--- config.mk ---
export PLATFORM = sky130hd
export DESIGN_NAME = aftab_divider
export DESIGN_NICKNAME = d
export VERILOG_FILES = /design/src/rtl/aftab_divider.sv
export SDC_FILE = /design/constraint.sdc
export NUM_CORES = 1
export LEC_CHECK = 0
export BUFFER_PORTS_ARGS = -buffer_cell sky130_fd_sc_hd__buf_4
export CORE_ASPECT_RATIO = 0.7
export CORE_MARGIN = 1.5
export CORE_UTILIZATION = 60
export DETAILED_ROUTE_END_ITERATION = 7
export PLACE_DENSITY = 0.83
export RECOVER_POWER = 100
export SLEW_MARGIN = 10
export SYNTH_ARGS = -nofsm -noshare
export SYNTH_HDL_FRONTEND = slang
export SYNTH_SLANG_ARGS = --single-unit
--- constraint.sdc ---
create_clock -name clk -period 4.4 [get_ports clk]
set_input_delay 0.44 -clock clk [delete_from_list [all_inputs] [get_ports clk]]
set_output_delay 0.44 -clock clk [all_outputs]
set_load 0.02 [all_outputs]
--- src/rtl/aftab_divider.sv ---
// rtl/aftab_divider.sv - sequential unsigned restoring divider, one quotient bit per clock
module aftab_divider #(
    parameter int size = 32
) (
    input  logic [size-1:0] dividend,
    input  logic [size-1:0] divisor,
    input  logic            start,
    input  logic            clk,
    input  logic            rst,
    output logic [size-1:0] quotient,
    output logic [size-1:0] remainder,
    output logic            ready,
    output logic            dividedByZero
);

    localparam int CW = $clog2(size + 1);

    typedef enum logic [1:0] {
        IDLE,
        DIVIDE,
        DONE
    } state_t;

    state_t          r_state;
    state_t          w_next_state;
    logic [size-1:0] r_p;
    logic [size-1:0] r_q;
    logic [size-1:0] r_divisor;
    logic [CW-1:0]   r_count;

    logic [size:0]   w_shift;
    logic            w_ge;
    logic [size-1:0] w_diff;
    logic [size-1:0] w_p_next;
    logic [size-1:0] w_q_next;

    // Trial uses the full partial remainder so large divisors cannot lose the MSB.
    always_comb begin
        w_shift  = {r_p, r_q[size-1]};
        w_ge     = (w_shift >= {1'b0, r_divisor});
        w_diff   = w_shift[size-1:0] - r_divisor;
        w_p_next = w_ge ? w_diff : w_shift[size-1:0];
        w_q_next = {r_q[size-2:0], w_ge};
    end

    always_comb begin
        w_next_state = r_state;
        case (r_state)
            IDLE: begin
                if (start) begin
                    w_next_state = (divisor == '0) ? DONE : DIVIDE;
                end
            end
            DIVIDE: begin
                if (r_count == '0) begin
                    w_next_state = DONE;
                end
            end
            DONE:    w_next_state = IDLE;
            default: w_next_state = IDLE;
        endcase
    end

    always_ff @(posedge clk or negedge rst) begin
        if (!rst) begin
            r_state       <= IDLE;
            r_p           <= '0;
            r_q           <= '0;
            r_divisor     <= '0;
            r_count       <= '0;
            quotient      <= '0;
            remainder     <= '0;
            ready         <= 1'b0;
            dividedByZero <= 1'b0;
        end else begin
            r_state <= w_next_state;
            ready   <= (r_state == DONE);
            case (r_state)
                IDLE: begin
                    if (start) begin
                        r_divisor     <= divisor;
                        r_count       <= CW'(size - 1);
                        dividedByZero <= 1'b0;
                        if (divisor == '0) begin
                            quotient      <= '1;
                            remainder     <= dividend;
                            dividedByZero <= 1'b1;
                        end else begin
                            r_p <= '0;
                            r_q <= dividend;
                        end
                    end
                end
                DIVIDE: begin
                    r_p <= w_p_next;
                    r_q <= w_q_next;
                    if (r_count == '0) begin
                        quotient  <= w_q_next;
                        remainder <= w_p_next;
                    end else begin
                        r_count <= r_count - CW'(1);
                    end
                end
                default: ;
            endcase
        end
    end

endmodule

==> results by group <==
Critical path
  – Cell Chain, Critical Path: ha_1, a21o_1, a31o_1, o211ai_1, nand3_2, a221o_1, a21o_1, buf_4, mux2i_1, a211oi_1, a21o_1
  – R2r startpoint: r_p[3]
  – Critical R2R Capture: remainder[4]
  – Worst path depth: 11
  – Critical Path Max Stage Delay: ~450 ps
  – Required @ worst endpoint: 4720 ps
  – CP top delay family: compound AO/OA/AOI/OAI gates
  – Worst setup path startpoint: r_p[3]
  – Reg2Reg Depth: 11
  – CP endpoint kind: flop
  – Worst-path fanout max: 16
  – Crit-path most repeated cell: a21o_1
  – Crit path kind: flop to flop
  – Crit path to: remainder[4]
  – Buf/Inv on CP: 1
  – CP Data Arrival Time: 3920 ps
  – Slowest stage cell, crit path: a221o_1
  – FF-to-FF setup slack: roughly 800 ps
  – CP startpoint kind: flop

Synth
  – Most common cell in the netlist: nand2_1
  – Async set-reset flop share out of synthesis: 1.00
  – Yosys cell types: 58
  – Register area share after synthesis: 0.470
  – YS warnings: 0
  – Main synth FF type: dfrtp_1
  – Cells after synthesis: 1029
  – Synth area leader: dfrtp_1
  – Synth top area share: 0.470
  – Post-synth EDFFs: 0
  – Synth Cell Area: 9060 sq um
  – Mean post-synth cell area: 8.80 sq um
  – Syn Nets: 1131
  – FF+latch count, synth: 170
  – Commonest cells post-synth: 206 x nand2_1, 170 x dfrtp_1, 111 x o21ai_0
  – Ranking of synthesized cells by area: dfrtp_1 47%, nand2_1 8.5%, o21ai_0 6.1%, ha_1 4.7%, nor2_1 3.2%

Clock network
  – Later-pin clock latency in the skew report: 430 ps
  – Clock Pin Slew Worst Setup and Hold Paths: 70 ps
  – CTS sink cnt: 170
  – CTS tree: yes
  – Clock buffer depth: 2
  – Post-CTS sizing: 0
  – CTS root buffer: clkbuf_16
  – Cts hold-fix bufs: 0
  – Post-CTS Setup Repair Bufs: 0
  – CTS buffer count: 17
  – H-tree depth: 4

Route
  – Routed vias: roughly 8200
  – Antenna Nets Post-Route: 0
  – Drt pass-1 iters: 5
  – DRC violations left: 0
  – Vias per cell: 6.12
  – Average wire per standard cell: 18.3 um
  – Total Wirelength: 24.5 mm
  – DR iter-0 viols: roughly 770

Job
  – Total of max-cap violations: 3

Power and ir drop
  – Worst IR Drop VDD: 971 uV
  – Power after layout: 10.2 mW
  – Clock share of power: 0.150
  – P_int: between 5 and 6 mW
  – Combinational share of power: 0.578
  – Sw Share: 0.489
  – Sequential Power Share: 0.272
  – Power density over the cells: 970 nW/um^2
  – Pleak: 4.89 nW
  – Net Sw Power: 4.97 mW

GRT
  – GR Layer Usage met2: 0.472
  – Initial antenna violation count: 0
  – Largest net degree at the start of global routing: 106
  – GRT Max-Usage Layer: met1
  – Met1 usage: 0.480
  – First-pass GRT wire length: 39.6 mm
  – Vias in the first global route: 7594
  – Grt ovf: 0
  – Met3 Use GR: 0.0658
  – GR Util All Layers: 0.322

Outcome
  – Status: complete, but fails checks
  – Failing checks: max-capacitance violations, max-slew violations

Worst hold path
  – WHS Path Cells: 3
  – HP Class: primary input to flop

Timing
  – Minimum clock period: 3600 ps
  – Clk_skew: 10.6 ps
  – Pins Over Slew Limit: 189
  – Final setup vio count: 0
  – Relative slew slack: -0.661
  – Max Fclk: 278 MHz
  – Hold Vio Cnt, Final: 0
  – Worst Tran Pin Value: approximately 2500 ps
  – RSZ-0062 raised after global routing: no
  – Final period utilization: 0.818
  – Setup TNS: 0 ps

Final layout
  – Non-filler cells, final: roughly 1300
  – NumNets Final: between 1000 and 1500
  – ANT cells: 0
  – Area growth from synthesis to layout: 15.7%
  – Fillers: 1153
  – Layout cells sized above 1: 0.105

Die
  – Area of the die: 15900 sq um
  – Row Count: 37
  – Initial Util: 0.615
  – Die X: 150 um
  – Area of the core: between 10000 and 15000 sq um
  – DIE HEIGHT: 106 um
  – # IOs: ~130

Placement
  – Post-DP HPWL: 17.2 mm
  – Gp weighted congestion: 0.945
  – Number of port buffers: 132
  – Post-Place Cells: 1307
==> power groups by stage <==
stage | Combinational (mW) | Sequential [mW] | Clock, mW
4_1_cts | 6.04 | 2.76 | 1.53
2_1_floorplan | 3.96 | 3.04 | 0
3_3_place_gp | 5.79 | 2.76 | 0
5_1_grt | 6.44 | 2.84 | 1.60
6_report | 5.88 | 2.76 | 1.53
3_5_place_dp | 5.95 | 2.78 | 0
==> worst min path at each step <==
stage                        startpoint  slack [ps]            end
after global routing         divisor[1]         220   r_divisor[1]
after CTS                           rst         140  r_divisor[17]
final                        divisor[0]         210   r_divisor[0]
after detailed placement  dividedByZero         470  dividedByZero
after global placement    remainder[19]         460  remainder[19]
after floorplan                     rst         140  dividedByZero
==> area by class of cell <==
type                    instances  area (sq um)  area share
clock buffers                  17           425      0.0406
inverters                      42           158      0.0150
well taps                     195           244      0.0233
multi-input cells             757          4400       0.419
clock inverters                15           176      0.0168
repair buffers                143           828      0.0790
flip-flops and latches        170          4250       0.406
==> registers in the layout, indices dropped and copies added, names as in the netlist <==
| register | flops |
|---|---|
| r_p | 32 |
| remainder | 32 |
| dividedByZero | 1 |
| r_q | 32 |
| quotient | 32 |
| r_divisor | 32 |
| ready | 1 |
| r_count | 6 |
| r_state | 2 |
==> routing by layer <==
metal | vias up | wire length, um
li1 | 3793 | -
met1 | 3937 | 10800
met2 | 418 | 10900
met3 | 50 | 2200
met4 | 0 | 618
met5 | - | 0
==> kinds of logic after synthesis <==
| group | share of synthesized area |
|---|---|
| XOR/XNOR | 0.0261 |
| AND/OR/NAND/NOR | 0.176 |
| buffers and inverters | 0.0471 |
| flip-flops | 0.470 |
| multiplexers | 0.0301 |
| AO/OA/AOI/OAI | 0.202 |
| adder cells (fa/ha/maj) | 0.0492 |
==> cells in the final DEF, fill, tap and decap left out, drive strengths merged, types with 2 or more instances in the layout <==
cell type,Yosys,layout
a211o,2,2
a211oi,21,21
a21boi,3,3
a21o,29,29
a21oi,51,51
a221o,5,5
a22o,2,2
a31oi,40,40
and2,8,8
and3,8,8
buf,13,73
clkbuf,47,87
clkinv,1,7
dfrtp,170,170
ha,34,34
inv,41,49
mux2,2,2
mux2i,25,25
nand2,206,206
nand2b,9,9
nand3,13,13
nand3b,2,2
nand4,8,8
nor2,76,76
nor2b,5,5
nor3,11,11
nor3b,2,2
nor4,10,10
o2111ai,3,3
o211ai,8,8
o21a,8,8
o21ai,113,113
o21bai,2,2
o22a,2,2
o31ai,5,5
or2,4,4
or3,3,3
xnor2,17,17
xor2,10,10
==> metrics by stage <==
stage / hold WS (ps) / instance area [sq um] / worst slack, ps / utilization
floorplan: 144 / 9060 / 1640 / -
global placement: 462 / 10200 / 1010 / 0.690
detailed placement: 467 / 10200 / 1010 / 0.690
CTS: 141 / 10800 / 967 / 0.731
global route: 222 / 10500 / 565 / 0.712
finish: 206 / 10500 / 801 / 0.712
==> worst min-delay path: stages <==
cell	delay [ps]
buf_4	80
nand2_1	40
nand2_1	40
Note: power is estimated with default switching activity, not from simulation.
